`src/rtl/seq_detect_sched.sv`:
```
// Two symbol streams share one 1-2-3 sequence detector through a burst-limited
// round-robin grant; detector state and counters are kept per stream.

module seq_detect_lane #(
    parameter int CNT_W = 8
) (
    input  logic             clk,
    input  logic             rst_n,
    input  logic             acc,
    input  logic             clr,
    input  logic [1:0]       nxt,
    output logic [1:0]       state,
    output logic [CNT_W-1:0] cnt
);
    always_ff @(posedge clk or negedge rst_n) begin
        if (!rst_n) begin
            state <= 2'd0;
            cnt   <= '0;
        end else begin
            if (acc) cnt <= cnt + 1'b1;
            // clear beats a simultaneous accept; the count still advances
            if (clr)      state <= 2'd0;
            else if (acc) state <= nxt;
        end
    end
endmodule

module seq_detect_sched #(
    parameter int BURST = 4,
    parameter int CNT_W = 8
) (
    input  logic             clk,
    input  logic             rst_n,
    input  logic [1:0]       num0,
    input  logic             valid0,
    output logic             ready0,
    input  logic             clr0,
    input  logic [1:0]       num1,
    input  logic             valid1,
    output logic             ready1,
    input  logic             clr1,
    output logic             ans0,
    output logic             ans1,
    output logic             hit,
    output logic [CNT_W-1:0] cnt0,
    output logic [CNT_W-1:0] cnt1
);
    localparam int NUM_LANES = 2;
    localparam logic [3:0] BURST_W = 4'(BURST);

    typedef enum logic [1:0] {S0 = 2'd0, S1 = 2'd1, S2 = 2'd2, DONE = 2'd3} st_t;

    logic [NUM_LANES-1:0]            valid, clr, ready;
    logic [NUM_LANES-1:0][1:0]       num, st;
    logic [NUM_LANES-1:0][CNT_W-1:0] cnt;

    assign valid = {valid1, valid0};
    assign clr   = {clr1, clr0};
    assign num   = {num1, num0};

    // scheduler
    logic       owner, owner_nxt;
    logic [3:0] bc, bc_nxt;

    always_comb begin
        ready     = '0;
        owner_nxt = owner;
        bc_nxt    = bc;
        if (valid[owner] && (bc < BURST_W || !valid[~owner])) begin
            ready[owner] = 1'b1;
            bc_nxt       = (bc == BURST_W) ? BURST_W : 4'(bc + 4'd1);
        end else if (valid[~owner]) begin
            ready[~owner] = 1'b1;
            owner_nxt     = ~owner;
            bc_nxt        = 4'd1;
        end
    end

    always_ff @(posedge clk or negedge rst_n) begin
        if (!rst_n) begin
            owner <= 1'b0;
            bc    <= 4'd0;
        end else begin
            owner <= owner_nxt;
            bc    <= bc_nxt;
        end
    end

    // shared detector next-state, muxed onto whichever stream holds the grant
    logic       sel, any;
    st_t        cur, nxt;
    logic [1:0] sym;
    logic       det;

    assign sel = ready[1];
    assign any = |ready;
    assign cur = st_t'(st[sel]);
    assign sym = num[sel];

    always_comb begin
        nxt = S0;
        case (cur)
            S0:      nxt = (sym == 2'd1) ? S1 : S0;
            S1:      nxt = (sym == 2'd2) ? S2 : (sym == 2'd1) ? S1 : S0;
            S2:      nxt = (sym == 2'd3) ? DONE : (sym == 2'd1) ? S1 : S0;
            default: nxt = DONE;
        endcase
    end

    assign det = any && !clr[sel] && cur == S2 && sym == 2'd3;

    always_ff @(posedge clk or negedge rst_n) begin
        if (!rst_n) hit <= 1'b0;
        else        hit <= det;
    end

    for (genvar i = 0; i < NUM_LANES; i++) begin : g_lane
        seq_detect_lane #(.CNT_W(CNT_W)) u_lane (
            .clk   (clk),
            .rst_n (rst_n),
            .acc   (ready[i]),
            .clr   (clr[i]),
            .nxt   (nxt),
            .state (st[i]),
            .cnt   (cnt[i])
        );
    end

    assign ready0 = ready[0];
    assign ready1 = ready[1];
    assign ans0   = st[0] == DONE;
    assign ans1   = st[1] == DONE;
    assign cnt0   = cnt[0];
    assign cnt1   = cnt[1];
endmodule

```
`config.mk`:
```
export PLATFORM = sky130hd
export DESIGN_NAME = seq_detect_sched
export DESIGN_NICKNAME = d
export VERILOG_FILES = /design/src/rtl/seq_detect_sched.sv
export SDC_FILE = /design/constraint.sdc
export NUM_CORES = 1
export LEC_CHECK = 0
export BUFFER_PORTS_ARGS = -buffer_cell sky130_fd_sc_hd__buf_4
export CELL_PAD_IN_SITES_DETAIL_PLACEMENT = 1
export CELL_PAD_IN_SITES_GLOBAL_PLACEMENT = 1
export CORE_ASPECT_RATIO = 1.5
export CORE_MARGIN = 1.5
export CORE_UTILIZATION = 40
export DETAILED_ROUTE_END_ITERATION = 12
export GPL_TIMING_DRIVEN = 0
export MAX_ROUTING_LAYER = met4
export PLACE_DENSITY = 0.87
export SLEW_MARGIN = 30
export SYNTH_ARGS = -nofsm -noshare
export SYNTH_HDL_FRONTEND = slang
export SYNTH_SLANG_ARGS = --single-unit
```
`constraint.sdc`:
```
create_clock -name clk -period 1.9 [get_ports clk]
set_input_delay 0.38 -clock clk [delete_from_list [all_inputs] [get_ports clk]]
set_output_delay 0.38 -clock clk [all_outputs]
set_load 0.02 [all_outputs]
```
==> results_dict.tcl <==
set metrics [dict create \
    status "complete, but fails checks" \
    violations "setup timing" \
    start_util_pct 41.8 \
    fmaxAchievable_mhz 524 \
    rsz0062_at_grt "yes" \
    layout_commonest_cell "buf_4" \
    nets 174 \
    cts_max_path_buffers 2 \
    area_growth_pct 28.7 \
    wl_per_cell_um 16.1 \
    worst_slew_pin_slew_ns 0.435 \
    ys_seq_area_share_pct 49.3 \
    final.min_clock_period_ns 1.91 \
    async_flop_share_pct 100 \
    tritoncts "done" \
    die_x_um 49.9 \
    grt_max_degree 27 \
    synth-edff-count 0 \
    synth_top_area_share_pct 49.3 \
    cap_violations 0 \
    layout_setup_ws_ns -0.00974 \
    ys_ff_latch 26 \
    synth_largest_area_cell "dfrtp_1" \
    synth_ff_type "dfrtp_1" \
    root_buffer "clkbuf_8" \
    place_inst 190 \
    dp_hpwl_mm 2.37 \
    clkTransAtPathRegs_ns 0.09 \
    crit_required_ns 1.52 \
    fin_setup_tns_ns -0.0195 \
    hold_viol 0 \
    cp_cell_sequence "o211ai_1, o311ai_4, inv_4, buf_4" \
    power_mw 2.21 \
    skew_ns 0.00479 \
    crit_type "reg2out" \
    slew_violations 0 \
    min_path_type "in2async" \
    drt_first_pass_iters 4 \
    syn_nets 134 \
    critPathMaxStageDelay_ns 0.46 \
    avgSynthCellArea_sq_um 11.0 \
    grt_remaining_overflow 0 \
    grt_pass1_wl_mm 5.24 \
    critPathSlowestCell "dfrtp_2" \
    num_vias 1106 \
    die_area_sq_mm 0.00366 \
    core_sq_mm 0.00316 \
    cts_sinks 26 \
    insertion_delay_ns 0.27 \
    fin_util_pct 53.8 \
    fp.dieH_um 73.4 \
    portBuffers 30 \
    synthDistinctLibCells 36 \
    grt_pass1_vias 1161 \
    arrival_ns 1.53 \
    cp_max_fo 12 \
    peakVddDrop_mv 0.584 \
    relSlewSlack_pct 71.0 \
    cts.htree.levels 1 \
    vias_per_cell 5.59 \
    p_leak_nw 0.791 \
    place_congestion 0.784 \
    placementRows 25 \
    setup_viol 2 \
    grt_use_total_pct 18.9 \
    finalCritPeriodShare_pct 101 \
    antenna_left 0 \
    final_cell_mix "buf_4 (36), dfrtp_1 (24), xnor2_1 (13)" \
    syn_inst 120 \
    wl_mm 3.20 \
    critPathBufInv 2 \
    n_antenna_cell 0 \
    numCtsBuffers 3 \
    final_cells 198 \
    antenna_found_initial 0 \
    syn_area_sq_mm 0.00132 \
    drc 0 \
    synth_warnings 0 \
    pin_count 31 \
    cp-end-kind "primary output" \
    powerDensity_mw_per_mm2 1300 \
    timing.critical_path.from_type "flip-flop" \
    crit_family "compound AO/OA/AOI/OAI gates" \
    drt_iter0_markers 15 \
    layout-drive-gt1-share_pct 32.3 \
    post-place-ws_ns -0.00848 \
    synth.area.top_cells "dfrtp_1 (49%), xnor2_1 (8.6%), ha_1 (3.8%)" \
]
## cell families after synthesis
group,Yosys count,synth area share [%]
adders and majority gates,4,3.79
and+or+nand+nor,40,17.6
DFF,26,49.3
xor gates and xnor gates,14,9.29
buffers and inverters,9,3.22
AOI/OAI and AO/OA,26,15.9
muxes,1,0.853
## repair_timing
action / in CTS / in global routing
endpoints found under the setup margin: 2 / 2
setup buffers: 5 / 2
gates resized for setup: 6 / 0
hold endpoints to repair: 0 / 0
hold buffers: 0 / 0
pin swaps: 3 / 3
## synthesized netlist by cell type, types with 2 or more instances
master,instances
xnor2_1,13
nor2_1,3
and2_1,4
dfrtp_1,26
ha_1,4
a21oi_1,6
inv_1,6
nand3_1,6
a31oi_1,2
a21o_1,2
and3_1,4
a22o_1,2
nand2_1,6
o21ai_0,5
nand2b_1,4
nand4_1,7
## state kept, by name (all words and copies together), names as in the netlist
| name | flops |
|---|---|
| owner | 1 |
| hit | 1 |
| g_lane.u_lane.state | 4 |
| bc | 4 |
| g_lane.u_lane.cnt | 16 |
## worst paths after layout
path	end	from	slack, ns	cells past startpoint
min in group clk	g_lane[0].u_lane.state[1]$_DFFE_PN0P_	clr0	0.28	2
max in group asynchronous	bc[3]$_DFFE_PN0P_	rst_n	1.61	1
setup reg to reg	g_lane[0].u_lane.state[0]$_DFFE_PN0P_	bc[3]$_DFFE_PN0P_	0.11	6
setup / recovery	ready1	bc[3]$_DFFE_PN0P_	-0.01	4
hold / removal	g_lane[0].u_lane.cnt[5]$_DFFE_PN0P_	rst_n	0.01	1
hold reg to reg	g_lane[0].u_lane.cnt[7]$_DFFE_PN0P_	g_lane[0].u_lane.cnt[7]$_DFFE_PN0P_	0.47	1
## final cells by class
class,count,area (sq um)
Clock buffer,3,41.3
Fill cell,361,1460
Inverter,7,28.8
Multi-Input combinational cell,85,644
Sequential cell,26,653
Tap cell,40,50.0
Timing Repair Buffer,37,282
## report_power, final
| group | internal, mW | leakage, nW | total [mW] | switching, mW |
|---|---|---|---|---|
| clock network | 0.142 | 0.0216 | 0.312 | 0.169 |
| logic | 0.454 | 0.439 | 0.965 | 0.511 |
| registers | 0.720 | 0.331 | 0.935 | 0.215 |
## metal layers
| metal | part of all wire, % | track usage [%] | wire, um |
|---|---|---|---|
| met2 | 57 | 36.0 | 1810 |
| met4 | 1.6 | 6.48 | 51 |
| met5 | 0 | - | 0 |
| met3 | 3.3 | 1.83 | 107 |
| met1 | 38 | 19.9 | 1230 |
## stage by stage
step	hold slack (ns)	area [sq um]
finish	0.0111	1700
global route	0.0266	1700
CTS	0.0167	1700
detailed placement	0.314	1600
global placement	0.306	1600
floorplan	0.0844	1320
## worst register-to-register path: cells and delay by family, from the launching register on
| family | cells | cell delay, ns |
|---|---|---|
| buffers and inverters | 2 | 0.29 |
| AOI/OAI and AO/OA | 2 | 0.48 |
| DFF | 1 | 0.46 |
| and+or+nand+nor | 2 | 0.46 |
No activity file was read; power rests on OpenSTA's default activity.
